`src/rtl/alu_seq_pkg.sv`:
```
// Shared opcode, state and flag-index definitions for the sequential ALU.
package alu_seq_pkg;

    typedef enum logic [3:0] {
        OP_ADD  = 4'h0,
        OP_SUB  = 4'h1,
        OP_MUL  = 4'h2,
        OP_AND  = 4'h3,
        OP_OR   = 4'h4,
        OP_XOR  = 4'h5,
        OP_NOT  = 4'h6,
        OP_NEG  = 4'h7,
        OP_CMP  = 4'h8,
        OP_CMPS = 4'h9,
        OP_SHL  = 4'hA,
        OP_SHR  = 4'hB,
        OP_SRA  = 4'hC,
        OP_DIVU = 4'hD,
        OP_REMU = 4'hE,
        OP_PASS = 4'hF
    } alu_op_e;

    typedef enum logic [1:0] {
        ST_IDLE = 2'd0,
        ST_BUSY = 2'd1,
        ST_DONE = 2'd2
    } state_e;

    localparam int unsigned FLAG_WIDTH = 8;
    localparam int unsigned FLG_EQ     = 0;
    localparam int unsigned FLG_LT     = 1;
    localparam int unsigned FLG_GT     = 2;
    localparam int unsigned FLG_ZERO   = 3;
    localparam int unsigned FLG_CARRY  = 4;
    localparam int unsigned FLG_OVF    = 5;
    localparam int unsigned FLG_DIV0   = 6;
    localparam int unsigned FLG_ILL    = 7;

    function automatic logic is_div_op(alu_op_e op);
        return (op == OP_DIVU) || (op == OP_REMU);
    endfunction

endpackage

```
`src/rtl/alu_iter_muldiv.sv`:
```
// Iterative engine: shift-add multiply or restoring divide, one bit per cycle.
// o_hi/o_lo hold {product high, product low} for MUL and {remainder, quotient} for DIV.
module alu_iter_muldiv #(
    parameter int unsigned DATA_WIDTH = 16
) (
    input  logic                  clk,
    input  logic                  rst,
    input  logic                  i_start,
    input  logic                  i_mul,
    input  logic [DATA_WIDTH-1:0] i_a,
    input  logic [DATA_WIDTH-1:0] i_b,
    output logic                  o_last_c,
    output logic [DATA_WIDTH-1:0] o_hi,
    output logic [DATA_WIDTH-1:0] o_lo
);

    localparam int unsigned W     = DATA_WIDTH;
    localparam int unsigned CNT_W = $clog2(DATA_WIDTH);

    logic [CNT_W-1:0] r_cnt;
    logic             r_busy;
    logic             r_mul;
    logic [W-1:0]     r_opnd;
    logic [W-1:0]     r_hi;
    logic [W-1:0]     r_lo;
    logic [W:0]       w_add;
    logic [W:0]       w_trial;

    assign w_add    = {1'b0, r_hi} + {1'b0, r_opnd};
    assign w_trial  = {r_hi, r_lo[W-1]} - {1'b0, r_opnd};
    assign o_last_c = r_busy && (r_cnt == CNT_W'(DATA_WIDTH - 1));
    assign o_hi     = r_hi;
    assign o_lo     = r_lo;

    always_ff @(posedge clk or negedge rst) begin
        if (!rst) begin
            r_cnt  <= '0;
            r_busy <= 1'b0;
            r_mul  <= 1'b0;
            r_opnd <= '0;
            r_hi   <= '0;
            r_lo   <= '0;
        end else if (i_start) begin
            r_cnt  <= '0;
            r_busy <= 1'b1;
            r_mul  <= i_mul;
            r_hi   <= '0;
            r_lo   <= i_mul ? i_b : i_a;
            r_opnd <= i_mul ? i_a : i_b;
        end else if (r_busy) begin
            r_cnt <= r_cnt + CNT_W'(1);
            if (o_last_c) begin
                r_busy <= 1'b0;
            end
            if (r_mul) begin
                // Add multiplicand when the multiplier LSB is set, then shift the product right.
                if (r_lo[0]) begin
                    r_hi <= w_add[W:1];
                    r_lo <= {w_add[0], r_lo[W-1:1]};
                end else begin
                    r_hi <= {1'b0, r_hi[W-1:1]};
                    r_lo <= {r_hi[0], r_lo[W-1:1]};
                end
            end else begin
                // Trial subtract; keep it only when it does not borrow.
                if (!w_trial[W]) begin
                    r_hi <= w_trial[W-1:0];
                end else begin
                    r_hi <= {r_hi[W-2:0], r_lo[W-1]};
                end
                r_lo <= {r_lo[W-2:0], ~w_trial[W]};
            end
        end
    end

endmodule

```
`src/rtl/alu_seq.sv`:
```
// Handshaked ALU: captures a request, computes single-cycle ops directly or
// via the iterative mul/div engine, and holds result/flags until consumed.
module alu_seq
    import alu_seq_pkg::*;
#(
    parameter int unsigned DATA_WIDTH   = 16,
    parameter int unsigned OPCODE_WIDTH = 4
) (
    input  logic                    clk,
    input  logic                    rst,
    input  logic                    in_valid,
    output logic                    in_ready,
    input  logic [OPCODE_WIDTH-1:0] opcode,
    input  logic [DATA_WIDTH-1:0]   op_a,
    input  logic [DATA_WIDTH-1:0]   op_b,
    output logic                    out_valid,
    input  logic                    out_ready,
    output logic [DATA_WIDTH-1:0]   result,
    output logic [FLAG_WIDTH-1:0]   flags
);

    localparam int unsigned W           = DATA_WIDTH;
    localparam int unsigned SHAMT_WIDTH = $clog2(DATA_WIDTH);

    state_e                r_state;
    state_e                w_state_next;
    alu_op_e               r_op;
    logic                  r_ill;
    logic [W-1:0]          r_a;
    logic [W-1:0]          r_b;

    alu_op_e               w_in_op;
    logic                  w_in_ill;
    logic                  w_in_iter;
    logic                  w_accept;
    logic                  w_start;
    logic                  w_load;
    logic                  w_xfer;

    logic                  w_eng_last;
    logic [W-1:0]          w_eng_hi;
    logic [W-1:0]          w_eng_lo;

    logic [W:0]            w_sum;
    logic [W:0]            w_diff;
    logic [SHAMT_WIDTH-1:0] w_shamt;
    logic [W-1:0]          w_res;
    logic                  w_carry;
    logic                  w_ovf;
    logic                  w_div0;
    logic                  w_cmp_upd;
    logic                  w_eq;
    logic                  w_lt;
    logic                  w_gt;
    logic [FLAG_WIDTH-1:0] w_flags;

    assign w_in_op   = alu_op_e'(opcode[3:0]);
    assign w_in_ill  = (OPCODE_WIDTH > 4) && ((opcode >> 4) != '0);
    assign w_in_iter = !w_in_ill &&
                       ((w_in_op == OP_MUL) || (is_div_op(w_in_op) && (op_b != '0)));

    // Next-state and handshake decode
    always_comb begin
        w_state_next = r_state;
        w_accept     = 1'b0;
        w_start      = 1'b0;
        w_load       = 1'b0;
        w_xfer       = 1'b0;
        case (r_state)
            ST_IDLE: begin
                if (in_valid) begin
                    w_accept     = 1'b1;
                    w_start      = w_in_iter;
                    w_state_next = w_in_iter ? ST_BUSY : ST_DONE;
                end
            end
            ST_BUSY: begin
                if (w_eng_last) begin
                    w_state_next = ST_DONE;
                end
            end
            ST_DONE: begin
                if (!out_valid) begin
                    w_load = 1'b1;
                end else if (out_ready) begin
                    w_xfer       = 1'b1;
                    w_state_next = ST_IDLE;
                end
            end
            default: w_state_next = ST_IDLE;
        endcase
    end

    always_ff @(posedge clk or negedge rst) begin
        if (!rst) begin
            r_state  <= ST_IDLE;
            in_ready <= 1'b1;
        end else begin
            r_state  <= w_state_next;
            in_ready <= (w_state_next == ST_IDLE);
        end
    end

    always_ff @(posedge clk or negedge rst) begin
        if (!rst) begin
            r_op  <= OP_ADD;
            r_ill <= 1'b0;
            r_a   <= '0;
            r_b   <= '0;
        end else if (w_accept) begin
            r_op  <= w_in_op;
            r_ill <= w_in_ill;
            r_a   <= op_a;
            r_b   <= op_b;
        end
    end

    alu_iter_muldiv #(
        .DATA_WIDTH(DATA_WIDTH)
    ) u_muldiv (
        .clk      (clk),
        .rst      (rst),
        .i_start  (w_start),
        .i_mul    (w_in_op == OP_MUL),
        .i_a      (op_a),
        .i_b      (op_b),
        .o_last_c (w_eng_last),
        .o_hi     (w_eng_hi),
        .o_lo     (w_eng_lo)
    );

    assign w_sum   = {1'b0, r_a} + {1'b0, r_b};
    assign w_diff  = {1'b0, r_a} - {1'b0, r_b};
    assign w_shamt = r_b[SHAMT_WIDTH-1:0];

    // Result and flag datapath from the captured request
    always_comb begin
        w_res     = '0;
        w_carry   = 1'b0;
        w_ovf     = 1'b0;
        w_div0    = 1'b0;
        w_cmp_upd = 1'b0;
        w_eq      = 1'b0;
        w_lt      = 1'b0;
        w_gt      = 1'b0;
        if (!r_ill) begin
            case (r_op)
                OP_ADD: begin
                    w_res   = w_sum[W-1:0];
                    w_carry = w_sum[W];
                    w_ovf   = (r_a[W-1] == r_b[W-1]) && (w_sum[W-1] != r_a[W-1]);
                end
                OP_SUB: begin
                    w_res   = w_diff[W-1:0];
                    w_carry = w_diff[W];
                    w_ovf   = (r_a[W-1] != r_b[W-1]) && (w_diff[W-1] != r_a[W-1]);
                end
                OP_MUL: begin
                    w_res = w_eng_lo;
                    w_ovf = (w_eng_hi != '0);
                end
                OP_AND:  w_res = r_a & r_b;
                OP_OR:   w_res = r_a | r_b;
                OP_XOR:  w_res = r_a ^ r_b;
                OP_NOT:  w_res = ~r_a;
                OP_NEG:  w_res = W'(0) - r_a;
                OP_CMP: begin
                    w_cmp_upd = 1'b1;
                    w_eq      = (r_a == r_b);
                    w_lt      = (r_a < r_b);
                    w_gt      = (r_a > r_b);
                    w_carry   = w_diff[W];
                end
                OP_CMPS: begin
                    w_cmp_upd = 1'b1;
                    w_eq      = (r_a == r_b);
                    w_lt      = ($signed(r_a) < $signed(r_b));
                    w_gt      = ($signed(r_a) > $signed(r_b));
                end
                OP_SHL:  w_res = r_a << w_shamt;
                OP_SHR:  w_res = r_a >> w_shamt;
                OP_SRA:  w_res = $unsigned($signed(r_a) >>> w_shamt);
                OP_DIVU: begin
                    w_div0 = (r_b == '0);
                    w_res  = w_div0 ? '1 : w_eng_lo;
                end
                OP_REMU: begin
                    w_div0 = (r_b == '0);
                    w_res  = w_div0 ? r_a : w_eng_hi;
                end
                OP_PASS: w_res = r_b;
                default: w_res = '0;
            endcase
        end
        w_flags            = '0;
        w_flags[FLG_EQ]    = w_cmp_upd ? w_eq : flags[FLG_EQ];
        w_flags[FLG_LT]    = w_cmp_upd ? w_lt : flags[FLG_LT];
        w_flags[FLG_GT]    = w_cmp_upd ? w_gt : flags[FLG_GT];
        w_flags[FLG_ZERO]  = (w_res == '0);
        w_flags[FLG_CARRY] = w_carry;
        w_flags[FLG_OVF]   = w_ovf;
        w_flags[FLG_DIV0]  = w_div0;
        w_flags[FLG_ILL]   = r_ill;
    end

    always_ff @(posedge clk or negedge rst) begin
        if (!rst) begin
            out_valid <= 1'b0;
            result    <= '0;
            flags     <= '0;
        end else if (w_load) begin
            out_valid <= 1'b1;
            result    <= w_res;
            flags     <= w_flags;
        end else if (w_xfer) begin
            out_valid <= 1'b0;
        end
    end

endmodule
```
`config.mk`:
```
export PLATFORM = sky130hd
export DESIGN_NAME = alu_seq
export DESIGN_NICKNAME = d
export VERILOG_FILES = /design/src/rtl/alu_seq_pkg.sv /design/src/rtl/alu_iter_muldiv.sv /design/src/rtl/alu_seq.sv
export SDC_FILE = /design/constraint.sdc
export NUM_CORES = 1
export LEC_CHECK = 0
export ABC_AREA = 1
export BUFFER_PORTS_ARGS = -buffer_cell sky130_fd_sc_hd__buf_2
export CORE_MARGIN = 2
export CORE_UTILIZATION = 45
export CTS_BUF_LIST = sky130_fd_sc_hd__clkbuf_8
export DETAILED_ROUTE_END_ITERATION = 10
export PLACE_DENSITY_LB_ADDON = 0.1
export SYNTH_ARGS = -nofsm -noshare
export SYNTH_HDL_FRONTEND = slang
export SYNTH_SLANG_ARGS = --single-unit
```
`constraint.sdc`:
```
create_clock -name clk -period 4.3 [get_ports clk]
set_clock_uncertainty 0.05 [all_clocks]
set_input_delay 0.645 -clock clk [delete_from_list [all_inputs] [get_ports clk]]
set_output_delay 0.645 -clock clk [all_outputs]
set_load 0.005 [all_outputs]
```
==> results.md <==
* Fmax at 283 MHz
* Die W at 173 um
* Number of synthesized flops with an enable pin at 0
* Most frequent cells in the layout: nand2_1 (669), nand3_1 (291), inv_1 (243)
* Syn Area/Cell at 5.95 um2
* Final slew viol count at 0
* Least-Margin Pin Slew at 1.05 ns
* Starting DRT DRC Count at 2,051
* R2r endpoint: flags[3]
* Overall power at 13.5 mW
* Num CTS Buffers at 17
* Area grow syn2layout at 7.77%
* RSZ-0062 raised after global routing: false
* Detailed placer's ending HPWL at 47,000 um
* Commonest non-fill, non-tap cell in the layout: nand2_1
* LEAKAGE at 7.37 nW
* Antenna violations before repair at 0
* Via count at 15,301
* Register Area at 0.00293 mm2
* Cts hold-fix bufs at 0
* Bufs on Longest Clock Path at 2
* Core area at 0.0280 mm2
* Vias in the first global route at 14,402
* Routability Congestion at 1.09
* Reg clk slew, reported paths at 0.10 ns
* Synth top area cells: dfrtp_1 (23%), nand2_1 (19%), nand3_1 (11%), ha_1 (8.1%), inv_1 (7.1%)
* Period utilization at 0.821
* DRT antenna net count at 0
* Unique masters post-synth at 46
* TritonCTS clock tree: yes
* Fraction of final layout cells sized beyond drive strength 1 at 0.0771
* Non-Filler Instances at 2,582
* Post-synth top area cell: dfrtp_1
* CP Class: flip-flop to flip-flop
* Max cap viols at 0
* IO Pins at 66
* Setup TNS at 0 ns
* Setup violators final at 0
* Cells after DPL at 2,550
* Reg2reg setup slack at 0.77 ns
* Inserted Diodes at 0
* CP Launch Type: flip-flop
* Synth top area share at 0.225
* Wire length of the first global-routing pass at 89,100 um
* Crit. End Element: flip-flop
* IO buf count at 64
* Crit-path cells: ha_1 -> inv_1 -> fa_1 -> inv_1 -> nand3_1 -> nand3_1 -> nand2_1 -> nand3_1 -> nand2_1 -> nand3_1 -> o21ai_0 -> nor2_1 -> nand3_1 -> nor2_1 -> nand3_1 -> nand2_1
* Hold Fails Final Rpt at 0
* CP most frequent cell: nand3_1
* Ys Warns at 0
* Row count at 61
* FFs w/ async S/R, synth at 1.00
* Critical Path RT at 4.65 ns
* WL final at 59,300 um
* # fillers at 3,074
* CTS Sinks at 117
* Status: complete, no violations
* Rel. slew slack at 0.290
* Largest net degree at the start of global routing at 62
* CP arrival at 3.88 ns
* Max rail drop VDD at 0.469 mV
* Launching point of the worst reg2reg path: r_b[0]
* Max incr delay on CP at 0.96 ns
* Layout Nets at 2,318
* Cell area after synthesis at 0.0129 mm2
* Total GRT Usage at 0.392
* Die area at 0.0300 mm2
* Chip height at 173 um
* Worst skew pair latency at 0.47 ns
* Initial Utilization at 0.460
* CP Launch Point: r_b[0]
* GRT overflow at 0
* Multi-input logic area at 0.00859 mm2
* Vias per cell at 5.93
* Cells after Synth at 2,164
* Worst reg2reg path depth at 16
* Maximum net fanout on the critical path at 23
* Cts repair resizes at 0
* Synth Flop Type: dfrtp_1
* Htree depth at 4
* Crit path time final at 3.53 ns
* Drt wl/cell at 23.0 um
* Worst Hold Class: primary input to asynchronous set/reset pin
* Power Dens Cells at 972 mW/mm2
* Synth Register Bits at 117
* Net count after synthesis at 2,291
* Slowest CP cell: dfrtp_1
* Postcts setup bufs at 0
* Clk root buf: clkbuf_8
* # DRC at 0
* First-pass iteration count of the detailed router at 6
* Sequential element share of the synthesized area at 0.227
[routing by layer]
metal / up-vias / part of all wire / track usage
li1: 7159 / - / -
met1: 7118 / 0.39 / 0.494
met2: 838 / 0.44 / 0.622
met3: 186 / 0.084 / 0.0569
met4: 0 / 0.080 / 0.266
met5: - / 0 / 0
[area by class of cell]
class	count	area share
multi-input combinational	1706	0.618
sequential	117	0.211
clock buffer	17	0.0169
inverter	256	0.0692
timing repair buffer	93	0.0398
tap	378	0.0341
clock inverter	15	0.0106
[synthesized netlist by cell type (15+ instances only)]
cell type,instances
nor3_1,18
o221ai_1,15
dfrtp_1,116
nand4_1,25
o211ai_1,32
o21ai_0,157
a21oi_1,112
buf_2,40
inv_1,243
nand3_1,291
clkbuf_1,34
nand2_1,669
ha_1,83
nor2_1,184
[power breakdown]
| group | internal, mW | switching, mW | leakage, nW |
|---|---|---|---|
| clock | 0.472 | 0.610 | 0.191 |
| combinational | 2.99 | 6.99 | 5.72 |
| sequential | 1.60 | 0.852 | 1.46 |
| total | 5.05 | 8.45 | 7.37 |
[through the flow]
stage | setup WS (ns) | area, um2 | util | hold slack, ns
global placement | 0.830 | 13500 | 0.482 | 0.410
finish | 0.769 | 13900 | 0.496 | 0.187
CTS | 0.830 | 13900 | 0.496 | 0.228
detailed placement | 0.861 | 13500 | 0.482 | 0.412
global route | 0.502 | 13900 | 0.496 | 0.259
floorplan | 1.67 | 12900 | - | 0.299
[flip-flops by register name, summed over array words and instances (netlist names)]
register	count
r_a	16
r_state	2
r_op	4
u_muldiv.r_busy	1
u_muldiv.o_lo	16
u_muldiv.r_mul	1
out_valid	1
result	16
u_muldiv.r_opnd	16
in_ready	1
u_muldiv.o_hi	16
flags	7
u_muldiv.r_cnt	4
r_b	16
[critical path, delay by kind of cell (launching register included)]
| kind | cells | cell delay (ns) |
|---|---|---|
| AO/OA/AOI/OAI | 1 | 0.20 |
| flip-flops | 1 | 0.96 |
| buffers and inverters | 2 | 0.26 |
| AND/OR/NAND/NOR | 11 | 1.13 |
| adder cells (fa/ha/maj) | 2 | 0.84 |
[worst max-delay path by stage]
stage,endpoint,slack (ns)
finish,flags[3],0.77
global route,flags[3],0.50
CTS,flags[3],0.83
detailed placement,flags[3],0.86
global placement,flags[3],0.83
floorplan,flags[3],1.67
[kinds of logic (layout without fill, tap and decap cells)]
| kind of cell | count (synthesis) | in the layout | synth area share |
|---|---|---|---|
| xor+xnor | 19 | 19 | 0.0129 |
| simple gates | 1234 | 1234 | 0.408 |
| buf+inv | 341 | 381 | 0.106 |
| compound gates | 365 | 365 | 0.158 |
| fa+ha+maj | 87 | 87 | 0.0868 |
| other cells | 1 | 1 | 0.000291 |
| flops | 117 | 117 | 0.227 |
Note: power is estimated with default switching activity, not from simulation.
